[src/rtl/mau_pkg.sv]
// rtl/mau_pkg.sv - shared types and helpers for the memory access unit
package mau_pkg;

  typedef enum logic [1:0] {
    IDLE = 2'd0,
    REQ  = 2'd1,
    DONE = 2'd2
  } mau_state_t;

  function automatic int cnt_width(input int timeout);
    return $clog2(timeout + 1);
  endfunction

endpackage

[src/rtl/wait_timer.sv]
// rtl/wait_timer.sv - wait-state down-counter; expired marks the last allowed REQ cycle
module wait_timer
  import mau_pkg::*;
#(
  parameter int TIMEOUT = 8
) (
  input  logic i_clk,
  input  logic i_rst,
  input  logic i_clear,
  input  logic i_en,
  output logic o_expired
);

  localparam int CNT_W = cnt_width(TIMEOUT);
  localparam logic [CNT_W-1:0] LOAD = CNT_W'(TIMEOUT - 1);

  logic [CNT_W-1:0] r_cnt;

  // Loaded with TIMEOUT-1 on accept, so it reads zero in the TIMEOUT-th REQ cycle.
  always_ff @(posedge i_clk or posedge i_rst) begin
    if (i_rst) begin
      r_cnt <= '0;
    end else if (i_clear) begin
      r_cnt <= LOAD;
    end else if (i_en && (r_cnt != '0)) begin
      r_cnt <= r_cnt - CNT_W'(1);
    end
  end

  assign o_expired = (r_cnt == '0);

endmodule

[src/rtl/mem_access_unit.sv]
// rtl/mem_access_unit.sv - MAR/MDR holder running one req/ack memory transaction per command
module mem_access_unit
  import mau_pkg::*;
#(
  parameter int DATA_W  = 16,
  parameter int ADDR_W  = 16,
  parameter int TIMEOUT = 8
) (
  input  logic              i_clk,
  input  logic              i_rst,
  input  logic              i_marce,
  input  logic              i_mdrce,
  input  logic              i_mdroe,
  input  logic [DATA_W-1:0] i_bus_in,
  output logic [DATA_W-1:0] o_bus_out,
  output logic              o_bus_oe,
  input  logic              i_cmd_valid,
  input  logic              i_cmd_write,
  output logic              o_cmd_ready,
  output logic              o_done,
  output logic              o_err,
  output logic [ADDR_W-1:0] o_mem_addr,
  output logic [DATA_W-1:0] o_mem_wdata,
  output logic              o_mem_req,
  output logic              o_mem_we,
  input  logic [DATA_W-1:0] i_mem_rdata,
  input  logic              i_mem_ack
);

  mau_state_t        r_state;
  mau_state_t        w_next;
  logic [ADDR_W-1:0] r_mar;
  logic [DATA_W-1:0] r_mdr;
  logic              r_we;
  logic              r_err;
  logic              w_idle;
  logic              w_accept;
  logic              w_timer_en;
  logic              w_expired;

  assign w_idle     = (r_state == IDLE);
  assign w_accept   = w_idle && i_cmd_valid;
  assign w_timer_en = (r_state == REQ) && !i_mem_ack;

  wait_timer #(.TIMEOUT(TIMEOUT)) u_wait_timer (
    .i_clk     (i_clk),
    .i_rst     (i_rst),
    .i_clear   (w_accept),
    .i_en      (w_timer_en),
    .o_expired (w_expired)
  );

  always_ff @(posedge i_clk or posedge i_rst) begin
    if (i_rst) begin
      r_state <= IDLE;
    end else begin
      r_state <= w_next;
    end
  end

  always_comb begin
    w_next = r_state;
    case (r_state)
      IDLE:    if (i_cmd_valid) w_next = REQ;
      REQ:     if (i_mem_ack || w_expired) w_next = DONE;
      DONE:    w_next = IDLE;
      default: w_next = IDLE;
    endcase
  end

  // Register loads only in IDLE, so address and write data hold steady across REQ.
  always_ff @(posedge i_clk or posedge i_rst) begin
    if (i_rst) begin
      r_mar <= '0;
      r_mdr <= '0;
      r_we  <= 1'b0;
      r_err <= 1'b0;
    end else begin
      if (w_idle && i_marce) r_mar <= i_bus_in[ADDR_W-1:0];
      if (w_idle && i_mdrce) r_mdr <= i_bus_in;
      if (w_accept) r_we <= i_cmd_write;
      if ((r_state == REQ) && i_mem_ack && !r_we) r_mdr <= i_mem_rdata;
      if (r_state == REQ) r_err <= !i_mem_ack && w_expired;
    end
  end

  assign o_cmd_ready = w_idle;
  assign o_mem_req   = (r_state == REQ);
  assign o_mem_we    = (r_state == REQ) && r_we;
  assign o_done      = (r_state == DONE);
  assign o_err       = (r_state == DONE) && r_err;
  assign o_mem_addr  = r_mar;
  assign o_mem_wdata = r_mdr;
  assign o_bus_out   = r_mdr;
  assign o_bus_oe    = i_mdroe && w_idle;

endmodule

[config.mk]
export PLATFORM = sky130hd
export DESIGN_NAME = mem_access_unit
export DESIGN_NICKNAME = d
export VERILOG_FILES = /design/src/rtl/mau_pkg.sv /design/src/rtl/wait_timer.sv /design/src/rtl/mem_access_unit.sv
export SDC_FILE = /design/constraint.sdc
export NUM_CORES = 1
export LEC_CHECK = 0
export CAP_MARGIN = 30
export CORE_MARGIN = 4
export CORE_UTILIZATION = 41
export DETAILED_ROUTE_END_ITERATION = 6
export GPL_TIMING_DRIVEN = 0
export PLACE_DENSITY_LB_ADDON = 0.3
export SLEW_MARGIN = 20
export SYNTH_ARGS = -nofsm -noshare
export SYNTH_HDL_FRONTEND = slang
export SYNTH_HIERARCHICAL = 1
export SYNTH_SLANG_ARGS = --single-unit
[constraint.sdc]
create_clock -name i_clk -period 2.15 [get_ports i_clk]
set_input_delay 0.215 -clock i_clk [delete_from_list [all_inputs] [get_ports i_clk]]
set_output_delay 0.215 -clock i_clk [all_outputs]
set_load 0.02 [all_outputs]
### Word-level counts from Yosys, hierarchy flattened

Index checks and enable logic that the tools add are counted.

| word-level totals | value |
|---|---|
| register bits | 40 |
| input bits | 40 |
| output and inout port bits | 54 |
| word-level logic and storage cells | 38 |

| cells by class | value |
|---|---|
| $add $sub $neg | 1 |
| equal/unequal tests | 4 |
| mux-type cells | 7 |
| reduce and logical (&&, ||, !) cells | 20 |

Operators with widths:

| kind | count |
|---|---|
| 16-bit 2-to-1 mux | 2 |
| 1-bit logical AND | 11 |
| 4-bit 2-to-1 mux | 2 |
| 4-bit logical NOT | 1 |
| 2-bit 2-to-1 mux | 2 |
| 2-bit case mux with 2 select lines | 1 |
| 2-bit nonzero test | 2 |
| 4-bit nonzero test | 1 |
| 4-bit by 1-bit subtractor with 4-bit output (second input constant) | 1 |
| 2-bit by 1-bit == test with 1-bit output (second input constant) | 1 |
| 2-bit == test (second input constant) | 1 |
| 1-bit logical NOT | 2 |
| 2-bit logical NOT | 1 |
| 2-bit by 1-bit != test with 1-bit output (second input constant) | 1 |
| 2-bit != test (second input constant) | 1 |
| 2-bit AND reduction | 1 |
| 1-bit logical OR | 1 |

### Logic depth before layout (Yosys ltp)

Gate-level depths: netlist of the first run.

| logic depth | value |
|---|---|
| depth after elaboration | 5 |
| mapped depth | 6 |

### By module

The synthesis of the first run kept the hierarchy.

Modules (own cells, without submodules):

| module | instances | cells each | area an instance (um2) |
|---|---|---|---|
| mem_access_unit | 1 | 163 | 1734.2 |
| wait_timer | 1 | 24 | 234.0 |

### Worst setup path after synthesis of the first run

Ideal clock, no wire load.

| timing path | value |
|---|---|
| path type | reg-to-reg |
| from | register r_state[0] |
| to | register u_wait_timer.r_cnt[3] |
| data arrival time | 1.572 ns |
| data required time | 2.030 ns |
| slack | 0.459 ns |
| cell stages (with the launch flop) | 5 |
| path buffers | 0 |
| period minus slack after synthesis | 1.691 ns |
| cells stage by stage | dfrtp_1 or2b_1 nor2_1 or4b_4 a31o_1 |

| between the ends | value |
|---|---|
| word-level cells in the longest chain between the ends | 4 |

Ends and longest elaborated chain:

| element | line | RTL |
|---|---|---|
| start, declared | mem_access_unit.sv:30 | `mau_state_t r_state;` |
| start signal, assigned | mem_access_unit.sv:57 | `r_state <= w_next;` |
| 2-bit by 1-bit == test with 1-bit output | mem_access_unit.sv:43 | `assign w_timer_en = (r_state == REQ) && !i_mem_ack;` |
| 1-bit logical AND | mem_access_unit.sv:43 |  |
| named net w_timer_en | mem_access_unit.sv:38 | `logic w_timer_en;` |
| 1-bit logical AND | wait_timer.sv:25 | `end else if (i_en && (r_cnt != '0)) begin` |
| 2-bit nonzero test (no source line) | -- |  |
| end signal, assigned | wait_timer.sv:26 | `r_cnt <= r_cnt - CNT_W'(1);` |
| end, declared | wait_timer.sv:17 | `logic [CNT_W-1:0] r_cnt;` |

The timed path passes the listed nets, and every way through them passes these cells.
A chain may end at the register's enable or synchronous reset.

### Worst setup path in the final report of the first run

| timing path | value |
|---|---|
| from | register r_state[1] |
| to | output o_mem_req |

| between the ends | value |
|---|---|
| word-level cells in the longest chain between the ends | 1 |

Ends and longest elaborated chain:

| element | line | RTL |
|---|---|---|
| 2-bit by 1-bit == test with 1-bit output | mem_access_unit.sv:88 | `assign o_mem_req = (r_state == REQ);` |
| end, declared | mem_access_unit.sv:24 | `output logic o_mem_req,` |

Every way passes these cells.

==> results.py, run 1 <==
metrics = {
    "outcome": {
        "status": "completed",
    },
    "final_layout": {
        "fillers": 357,
        "n_antenna_cell": 0,
        "multi_input_area_sq_um": 759,
        "layout-drive-gt1-share_pct": 20.1,
        "nNetsFinal": 329,
        "register_area_sq_um": 1000,
        "syn2layout_area_growth_pct": 56.8,
        "layout_common_cells": "92 x clkdlybuf4s50_1, 39 x dfrtp_1, 35 x nand2_1, 23 x nor2_1",
        "layout_commonest_cell": "clkdlybuf4s50_1",
    },
    "power_and_ir_drop": {
        "power_leakage_nw": 1.38,
        "irDropWorstVdd_uv": 627,
        "power_density_nw_per_um2": 1170,
    },
    "clock_network": {
        "cts_root_buf": "clkbuf_8",
        "ctsHoldBuffers": 0,
        "cts_tree": "done",
        "cts_max_path_buffers": 2,
        "cts.sinks": 40,
        "clkTransAtPathRegs_ns": 0.07,
        "numCtsBuffers": 5,
        "htreeDepth": 2,
        "worst_skew_pair.late_latency_ns": 0.28,
    },
    "global_routing": {
        "grt_pass1_vias": 1685,
        "grt_max_degree": 20,
        "grt_pass1_wl_microns": 8530,
        "grt_antenna_before_repair": 0,
        "grt_usage_pct": 18.1,
        "overflow": 0,
    },
    "sta": {
        "fmax_ghz": 0.515,
        "whs_ns": 0.161,
        "worst_pin_slew_ns": 0.497,
        "hold_viol": 0,
        "slew_headroom_pct": 66.8,
        "skew_ns": 0.00709,
        "period_needed_ns": 1.94,
        "slew_violations": 0,
        "setup_violations": 0,
        "fin_setup_tns_ns": 0,
        "rsz0062_at_grt": "no",
        "fin_crit_sh_pct": 90.3,
    },
    "yosys": {
        "synth_nets": 228,
        "syn_inst": 187,
        "synthAdderAreaFrac_pct": 0.636,
        "netlist_area_sq_um": 1970,
        "yosysTopAreaCell": "dfrtp_1",
        "synthSimpleGateAreaFrac_pct": 18.6,
        "ys_ff_latch": 40,
        "ys_types": 32,
        "avgSynthCellArea_sq_um": 10.5,
        "yosysSeqAreaShare_pct": 50.9,
        "synthXorXnorAreaFrac_pct": 0,
        "synth_top_family_by_area": "simple AND/OR/NAND/NOR gates",
        "synthMuxAreaShare_pct": 13.2,
        "yosysWarnings": 6,
        "yosysTopAreaCellShare_pct": 50.9,
        "synth.area.top_cells": "dfrtp_1 51%, mux2_4 7.6%, nand2_1 6.7%, buf_4 6.1%, a31oi_1 5.1%",
        "synth-compound-area-share_pct": 6.17,
    },
    "setup_path": {
        "arrival_ns": 1.73,
        "worst-path-max-fanout": 7,
        "cp-start-kind": "flip-flop",
        "worstPathRequired_ns": 1.93,
        "endpoint_kind": "output port",
        "worstSetupPathType": "flip-flop to output port",
    },
    "floorplanning": {
        "die_w_microns": 77.3,
        "coreArea_sq_um": 4500,
        "die-area_sq_um": 5970,
        "start_util_pct": 43.7,
        "ios": 94,
        "fp-row-count": 24,
        "die_h_microns": 77.3,
    },
    "route": {
        "vias": 1674,
        "finalWirelength_microns": 5070,
        "vias_per_cell": 4.91,
        "drc": 0,
        "firstDrtPassIters": 4,
        "ant_nets": 0,
        "drt_iter0_drc": 37,
        "wl_per_cell_microns": 14.9,
    },
    "job": {
        "maxCapViolations": 0,
    },
    "min_path": {
        "hp-class": "input port to async pin",
    },
    "placement": {
        "io_buffer_count": 93,
        "hpwl_microns": 3890,
        "place_congestion": 0.768,
    },
}
## layer usage
metal	share of wire (%)	up-vias	track usage, %
li1	-	810	-
met1	44	790	22.6
met2	49	70	30.2
met3	6.0	4	5.15
met4	1.1	0	5.87
met5	0	-	0
## sequential cells by signal, indices dropped and copies added, names as in the netlist
register,cells
o_bus_out,16
o_mem_addr,16
r_err,1
r_state,2
r_we,1
u_wait_timer/r_cnt,4
## through the flow
step	cells	worst slack, ns	utilization (%)	cell area (sq um)	total power, W
after floorplan	187	0.459	-	1970	0.00222
after global placement	332	0.226	65.8	2960	0.00310
after detailed placement	333	0.330	66.4	2990	0.00315
after CTS	341	0.0208	68.4	3080	0.00367
after global routing	341	0.111	68.5	3090	0.00383
final	341	0.208	68.5	3090	0.00362
## synth_stat cells
cell type  instances
a31o_1             1
a31oi_1           16
and2_1             2
and2_2             2
and2_4             1
and2b_2            1
buf_12             1
buf_2              6
buf_4             16
buf_6              1
clkbuf_1           1
dfrtp_1           40
ha_1               1
inv_1              6
mux2_2             7
mux2_4            10
mux2i_1            3
nand2_1           35
nand2b_1           1
nand3_1            1
nand4bb_1          1
nor2_1            23
nor2_2             1
nor2b_1            2
nor3b_1            1
nor3b_2            1
nor4_2             1
o211ai_1           1
o21ai_0            1
or2b_1             1
or3b_1             1
or4b_4             1
## worst max-delay path, stage by stage (launching register included)
cell and delay, ns:
dfrtp_1 0.45, or2b_1 0.30, inv_1 0.09, clkdlybuf4s50_1 0.60
## worst paths after layout
| path | start | endpoint | slack, ns | cells after the start |
|---|---|---|---|---|
| worst max-delay path | r_state[1]$_DFFE_PP0P_ | o_mem_req | 0.21 | 3 |
| worst min-delay path | i_rst | u_wait_timer/r_cnt[0]$_DFFE_PP0P_ | 0.16 | 2 |
| worst max register to register | r_state[1]$_DFFE_PP0P_ | u_wait_timer/r_cnt[3]$_DFFE_PP0P_ | 0.36 | 4 |
| worst min register to register | r_err$_DFFE_PP0N_ | r_err$_DFFE_PP0N_ | 0.47 | 2 |
| max in group asynchronous | i_rst | o_mem_addr[9]$_DFFE_PP0P_ | 1.42 | 3 |
| min in group i_clk | r_err$_DFFE_PP0N_ | r_err$_DFFE_PP0N_ | 0.47 | 2 |
## cell families (layout without fill, tap and decap cells)
kind of cell / Yosys count / in the layout
compound gates: 19 / 19
fa+ha+maj: 1 / 1
buf+inv: 31 / 133
flops: 40 / 40
mux: 20 / 20
simple gates: 76 / 76
## report_power, final
part / internal (W) / total [W] / leakage [nW] / switching, W
combinational: 0.00106 / 0.00194 / 0.864 / 0.000877
sequential: 0.000999 / 0.00118 / 0.470 / 0.000181
clock: 0.000262 / 0.000501 / 0.0455 / 0.000239
## final cells by class
cell class	count	share of cell area, %
sequential	40	32.5
timing repair buffer	94	31.1
multi-input combinational	116	24.6
buffer	25	6.00
clock buffer	8	2.92
tap	52	2.11
inverter	6	0.730
## timing repair
item | CTS | global route
endpoints found under the setup margin | 0 | 1
buffers inserted | 0 | 0
resized for setup | 0 | 2
hold endpoints to repair | 0 | 0
Note: power is estimated with default switching activity, not from simulation.
==> run 2, diff against run 1 <==
CAP_MARGIN = 20   (was 30)
CORE_UTILIZATION = 42   (was 41)
CTS_BUF_LIST = sky130_fd_sc_hd__clkbuf_4   (was default)
PLACE_DENSITY = 0.82   (was default)
PLACE_DENSITY_LB_ADDON = default   (was 0.3)
==> run 2 against run 1 <==
Clock power fell by 1%. Setup slack got worse by 0.067 ns. Design area fell by 0.32%. Critical path depth did not move. Register-to-register slack got worse by 0.02 ns. Combinational power barely moved. First-iteration DRC count rose by 49%. Utilization rose by 0.70 points. Global-route usage fell by 0.87 points. Final cell count did not move. Power fell by 0.10%. Largest cell class unchanged. Largest power group unchanged. Highest routed layer unchanged.
==> results.py, run 2 (synthesis gave the netlist of run 1 again) <==
metrics = {
    "power_and_ir_drop": {
        "power_leakage_nw": 1.38,
        "internal_power_w": 0.00232,
        "clkPwrFrac_pct": 13.7,
        "p_seq_share_pct": 32.7,
        "power.switching_w": 0.00130,
        "irDropWorstVdd_uv": 541,
        "p_comb_share_pct": 53.6,
        "power_density_nw_per_um2": 1180,
        "switching_share_pct": 36.0,
    },
    "global_routing": {
        "overflow": 0,
        "grt_antenna_before_repair": 0,
        "gr-usage-met2_pct": 31.5,
        "grt_max_degree": 23,
        "grt_usage_pct": 17.3,
        "gr-usage-met1_pct": 21.0,
        "grt_pass1_wl_microns": 8260,
        "grt_pass1_vias": 1719,
        "grt_use_met3_pct": 3.55,
        "busiest_layer": "met2",
    },
    "route": {
        "drt_iter0_drc": 55,
        "vias": 1652,
        "wl_per_cell_microns": 14.7,
        "firstDrtPassIters": 4,
        "ant_nets": 0,
        "finalWirelength_microns": 5030,
        "drc": 0,
        "vias_per_cell": 4.84,
    },
    "floorplanning": {
        "coreArea_sq_um": 4440,
        "start_util_pct": 44.3,
        "die_w_microns": 76.5,
        "die-area_sq_um": 5850,
        "fp-row-count": 24,
        "die_h_microns": 76.5,
        "ios": 94,
    },
    "final_layout": {
        "layout_common_cells": "92 x clkdlybuf4s50_1, 39 x dfrtp_1, 35 x nand2_1, 23 x nor2_1",
        "layout_commonest_cell": "clkdlybuf4s50_1",
        "finalInstanceArea_sq_um": 3080,
        "layout-drive-gt1-share_pct": 20.8,
        "nNetsFinal": 329,
        "stdcell_count": 341,
        "n_antenna_cell": 0,
        "fillers": 358,
        "syn2layout_area_growth_pct": 56.3,
    },
    "setup_path": {
        "worst-path-max-fanout": 7,
        "worstSetupEndpoint": "o_mem_req",
        "crit_start": "r_state[1]$_DFFE_PP0P_",
        "cp-start-kind": "flip-flop",
        "worstPathRequired_ns": 1.93,
        "r2r_start": "r_state[1]$_DFFE_PP0P_",
        "worst-r2r-cell-count": 4,
        "endpoint_kind": "output port",
        "arrival_ns": 1.79,
        "r2r_slack_ns": 0.34,
        "worstSetupPathType": "flip-flop to output port",
        "r2r_end": "u_wait_timer/r_cnt[3]$_DFFE_PP0P_",
    },
    "sta": {
        "whs_ns": 0.105,
        "slew_violations": 0,
        "worst_pin_slew_ns": 0.538,
        "slew_headroom_pct": 64.1,
        "rsz0062_at_grt": "no",
        "skew_ns": 0.00726,
        "setup_violations": 0,
        "fin_crit_sh_pct": 93.5,
        "hold_viol": 0,
        "fmax_ghz": 0.498,
        "fin_setup_tns_ns": 0,
        "period_needed_ns": 2.01,
    },
    "clock_network": {
        "ctsHoldBuffers": 0,
        "cts_tree": "done",
        "cts_root_buf": "clkbuf_4",
        "cts.sinks": 40,
        "post_cts_buffers": 0,
        "clkTransAtPathRegs_ns": 0.12,
        "numCtsBuffers": 5,
        "worst_skew_pair.late_latency_ns": 0.33,
        "htreeDepth": 2,
        "ctsResizeCount": 1,
        "cts_max_path_buffers": 2,
    },
    "outcome": {
        "status": "completed",
    },
    "placement": {
        "place_congestion": 0.715,
        "hpwl_microns": 3910,
        "io_buffer_count": 93,
        "dp.cells": 333,
        "place_area_sq_um": 2990,
    },
    "min_path": {
        "hp-class": "input port to async pin",
    },
    "job": {
        "maxCapViolations": 0,
    },
}
run 2: changes by cell type in the layout (fill, tap and decap cells not counted):
cell	before	now
clkbuf_8	6	0
clkinv_2	0	1
clkbuf_4	0	6
bufinv_16	0	1
clkbuf_1	3	1
run 2: area by class of cell:
type	instances	area [sq um]	area share [%]
plain buffers	25	185	6.02
clock buffers	6	45.0	1.46
clock inverters	2	35.0	1.14
inverters	6	22.5	0.732
multi-input cells	116	759	24.7
flip-flops and latches	40	1000	32.6
well taps	52	65.1	2.12
repair buffers	94	961	31.2
run 2: worst min path at each step:
stage                     startpoint                           endpoint  cells after the start
after floorplan                i_rst  u_wait_timer/r_cnt[0]$_DFFE_PP0P_                      1
after global placement         i_rst  u_wait_timer/r_cnt[0]$_DFFE_PP0P_                      2
after detailed placement       i_rst  u_wait_timer/r_cnt[0]$_DFFE_PP0P_                      2
after CTS                      i_rst  u_wait_timer/r_cnt[3]$_DFFE_PP0P_                      2
after global routing           i_rst  u_wait_timer/r_cnt[3]$_DFFE_PP0P_                      2
final                          i_rst  u_wait_timer/r_cnt[3]$_DFFE_PP0P_                      2
run 2: power by group through the flow:
stage          clock network (W)  registers [W]  logic (W)
2_1_floorplan                  0        0.00144   0.000788
3_3_place_gp                   0        0.00118    0.00192
3_5_place_dp                   0        0.00120    0.00196
4_1_cts                 0.000511        0.00118    0.00197
5_1_grt                 0.000541        0.00121    0.00205
6_report                0.000496        0.00118    0.00194
run 2: worst max-delay path, cell delays in order, from the launching register on:
cell             delay, ns
dfrtp_1               0.48
or2b_1                0.31
inv_1                 0.09
clkdlybuf4s50_1       0.60
run 2: per-layer routing:
metal	wire length, microns	part of all wire [%]	up-vias
met5	0	0	-
met4	19	0.38	0
met3	224	4.5	2
met2	2490	49	55
met1	2300	46	788
li1	-	-	807
run 2: metrics by stage:
step | power [W] | worst slack [ns] | utilization, %
detailed placement | 0.00316 | 0.326 | 67.3
global placement | 0.00310 | 0.238 | 66.7
CTS | 0.00366 | 0.00181 | 69.1
global route | 0.00381 | 0.0522 | 69.2
floorplan | 0.00222 | 0.459 | -
finish | 0.00362 | 0.141 | 69.2
==> run 3, diff against run 2 <==
CORE_UTILIZATION = 23   (was 42)
PLACE_DENSITY = default   (was 0.82)
==> run 3 against run 2 <==
Die area increased by 73%. Final cell count increased by 16%. Sequential power about the same. Critical path depth unchanged. Utilization decreased by 31 points. First-iteration DRC count decreased by 44%. Count of clock-buffer cells in the layout decreased by 1. Setup slack got worse by 0.018 ns. Largest power group unchanged.
==> results.py, run 3 (synthesis gave the netlist of run 1 again) <==
metrics = {
    "outcome": {
        "status": "completed",
    },
    "clock_network": {
        "cts_tree": "done",
        "cts_max_path_buffers": 2,
        "cts_root_buf": "clkbuf_4",
        "cts.sinks": 40,
        "numCtsBuffers": 5,
        "htreeDepth": 2,
        "clkTransAtPathRegs_ns": 0.12,
        "worst_skew_pair.late_latency_ns": 0.35,
    },
    "sta": {
        "hold_viol": 0,
        "whs_ns": 0.0805,
        "rsz0062_at_grt": "no",
        "setup_violations": 0,
        "skew_ns": 0.00894,
        "fin_setup_tns_ns": 0,
        "fmax_ghz": 0.493,
        "fin_crit_sh_pct": 94.3,
        "worst_pin_slew_ns": 0.587,
        "period_needed_ns": 2.03,
        "slew_headroom_pct": 60.8,
        "slew_violations": 0,
    },
    "floorplanning": {
        "ios": 94,
        "die_w_microns": 101,
        "die_h_microns": 101,
        "start_util_pct": 23.8,
        "die-area_sq_um": 10100,
        "fp-row-count": 33,
        "coreArea_sq_um": 8260,
    },
    "final_layout": {
        "syn2layout_area_growth_pct": 59.1,
        "stdcell_count": 394,
        "layout_commonest_cell": "clkdlybuf4s50_1",
        "layout_common_cells": "92 x clkdlybuf4s50_1, 39 x dfrtp_1, 35 x nand2_1, 23 x nor2_1",
        "multi_input_area_sq_um": 759,
        "nNetsFinal": 329,
        "register_area_sq_um": 1000,
        "fillers": 830,
        "layout-drive-gt1-share_pct": 20.8,
        "n_antenna_cell": 0,
    },
    "global_routing": {
        "grt_pass1_vias": 1665,
        "grt_antenna_before_repair": 0,
        "grt_max_degree": 27,
        "overflow": 0,
        "grt_pass1_wl_microns": 8600,
        "grt_usage_pct": 10.9,
    },
    "power_and_ir_drop": {
        "p_total_w": 0.00362,
        "power_leakage_nw": 1.36,
        "irDropWorstVdd_uv": 297,
        "power_density_nw_per_um2": 1160,
    },
    "min_path": {
        "hp-class": "input port to async pin",
    },
    "route": {
        "vias": 1655,
        "finalWirelength_microns": 5540,
        "ant_nets": 0,
        "firstDrtPassIters": 4,
        "vias_per_cell": 4.20,
        "drc": 0,
        "drt_iter0_drc": 31,
        "wl_per_cell_microns": 14.1,
    },
    "setup_path": {
        "worstSetupPathType": "flip-flop to output port",
        "worst-path-max-fanout": 7,
        "worstPathRequired_ns": 1.93,
        "arrival_ns": 1.81,
        "endpoint_kind": "output port",
        "cp-start-kind": "flip-flop",
        "worst-r2r-cell-count": 5,
    },
    "job": {
        "maxCapViolations": 0,
    },
    "placement": {
        "io_buffer_count": 93,
        "place_congestion": 0.657,
        "hpwl_microns": 4350,
        "dp.cells": 386,
    },
}
-- run 3: cell count changes in the layout (fill, tap and decap cells not counted) --
| cell | delta |
|---|---|
| buf_12 | +1 |
| buf_16 | -1 |
| clkbuf_4 | -1 |
| clkinvlp_4 | +1 |
| dlygate4sd2_1 | +1 |
| dlymetal6s2s_1 | -1 |
-- run 3: cell type report --
cell class | count | area share (%)
inverters | 6 | 0.719
well taps | 105 | 4.20
clock inverters | 3 | 1.36
multi-input cells | 116 | 24.3
clock buffers | 5 | 1.20
repair buffers | 94 | 30.3
flip-flops and latches | 40 | 32.0
plain buffers | 25 | 5.92
-- run 3: per-stage QoR --
| stage | util (%) | area [sq um] | worst slack [ns] |
|---|---|---|---|
| 2_1_floorplan | - | 1970 | 0.459 |
| 3_3_place_gp | 36.7 | 3030 | 0.0848 |
| 3_5_place_dp | 36.9 | 3050 | 0.265 |
| 4_1_cts | 37.9 | 3130 | 0.0838 |
| 5_1_grt | 37.9 | 3130 | 0.00910 |
| 6_report | 37.9 | 3130 | 0.122 |
-- run 3: timing repair --
item	in CTS	in global routing
resized for setup	2	0
hold buffers	0	0
setup endpoints to repair	1	0
buffers inserted	0	0
hold endpoints to repair	0	0
-- run 3: layer usage --
metal  vias to the layer above  share of wire, %  track usage, %
met5                         -                 0               0
met4                         0              0.67            3.11
met3                         4               6.6            2.91
met2                        58                49            18.0
met1                       787                44            14.1
li1                        806                 -               -
-- run 3: worst max-delay path, stage by stage, from the launching register on --
cell,delay [ns]
dfrtp_1,0.47
or2b_1,0.31
inv_1,0.08
clkdlybuf4s50_1,0.60
-- run 3: final timing paths --
kind,from,to,slack [ns]
setup / recovery,r_state[1]$_DFFE_PP0P_,o_mem_req,0.12
hold / removal,i_rst,u_wait_timer/r_cnt[3]$_DFFE_PP0P_,0.08
setup reg to reg,r_state[1]$_DFFE_PP0P_,u_wait_timer/r_cnt[3]$_DFFE_PP0P_,0.32
hold reg to reg,r_err$_DFFE_PP0N_,r_err$_DFFE_PP0N_,0.49
max in group asynchronous,i_rst,o_bus_out[13]$_DFFE_PP0P_,1.58
min in group i_clk,i_mem_rdata[7],o_bus_out[7]$_DFFE_PP0P_,0.43
-- run 3: power breakdown --
group	switching [W]	internal, W	total (W)
combinational	0.000872	0.00106	0.00193
sequential	0.000184	0.000997	0.00118
clock	0.000268	0.000243	0.000511
total	0.00133	0.00230	0.00362
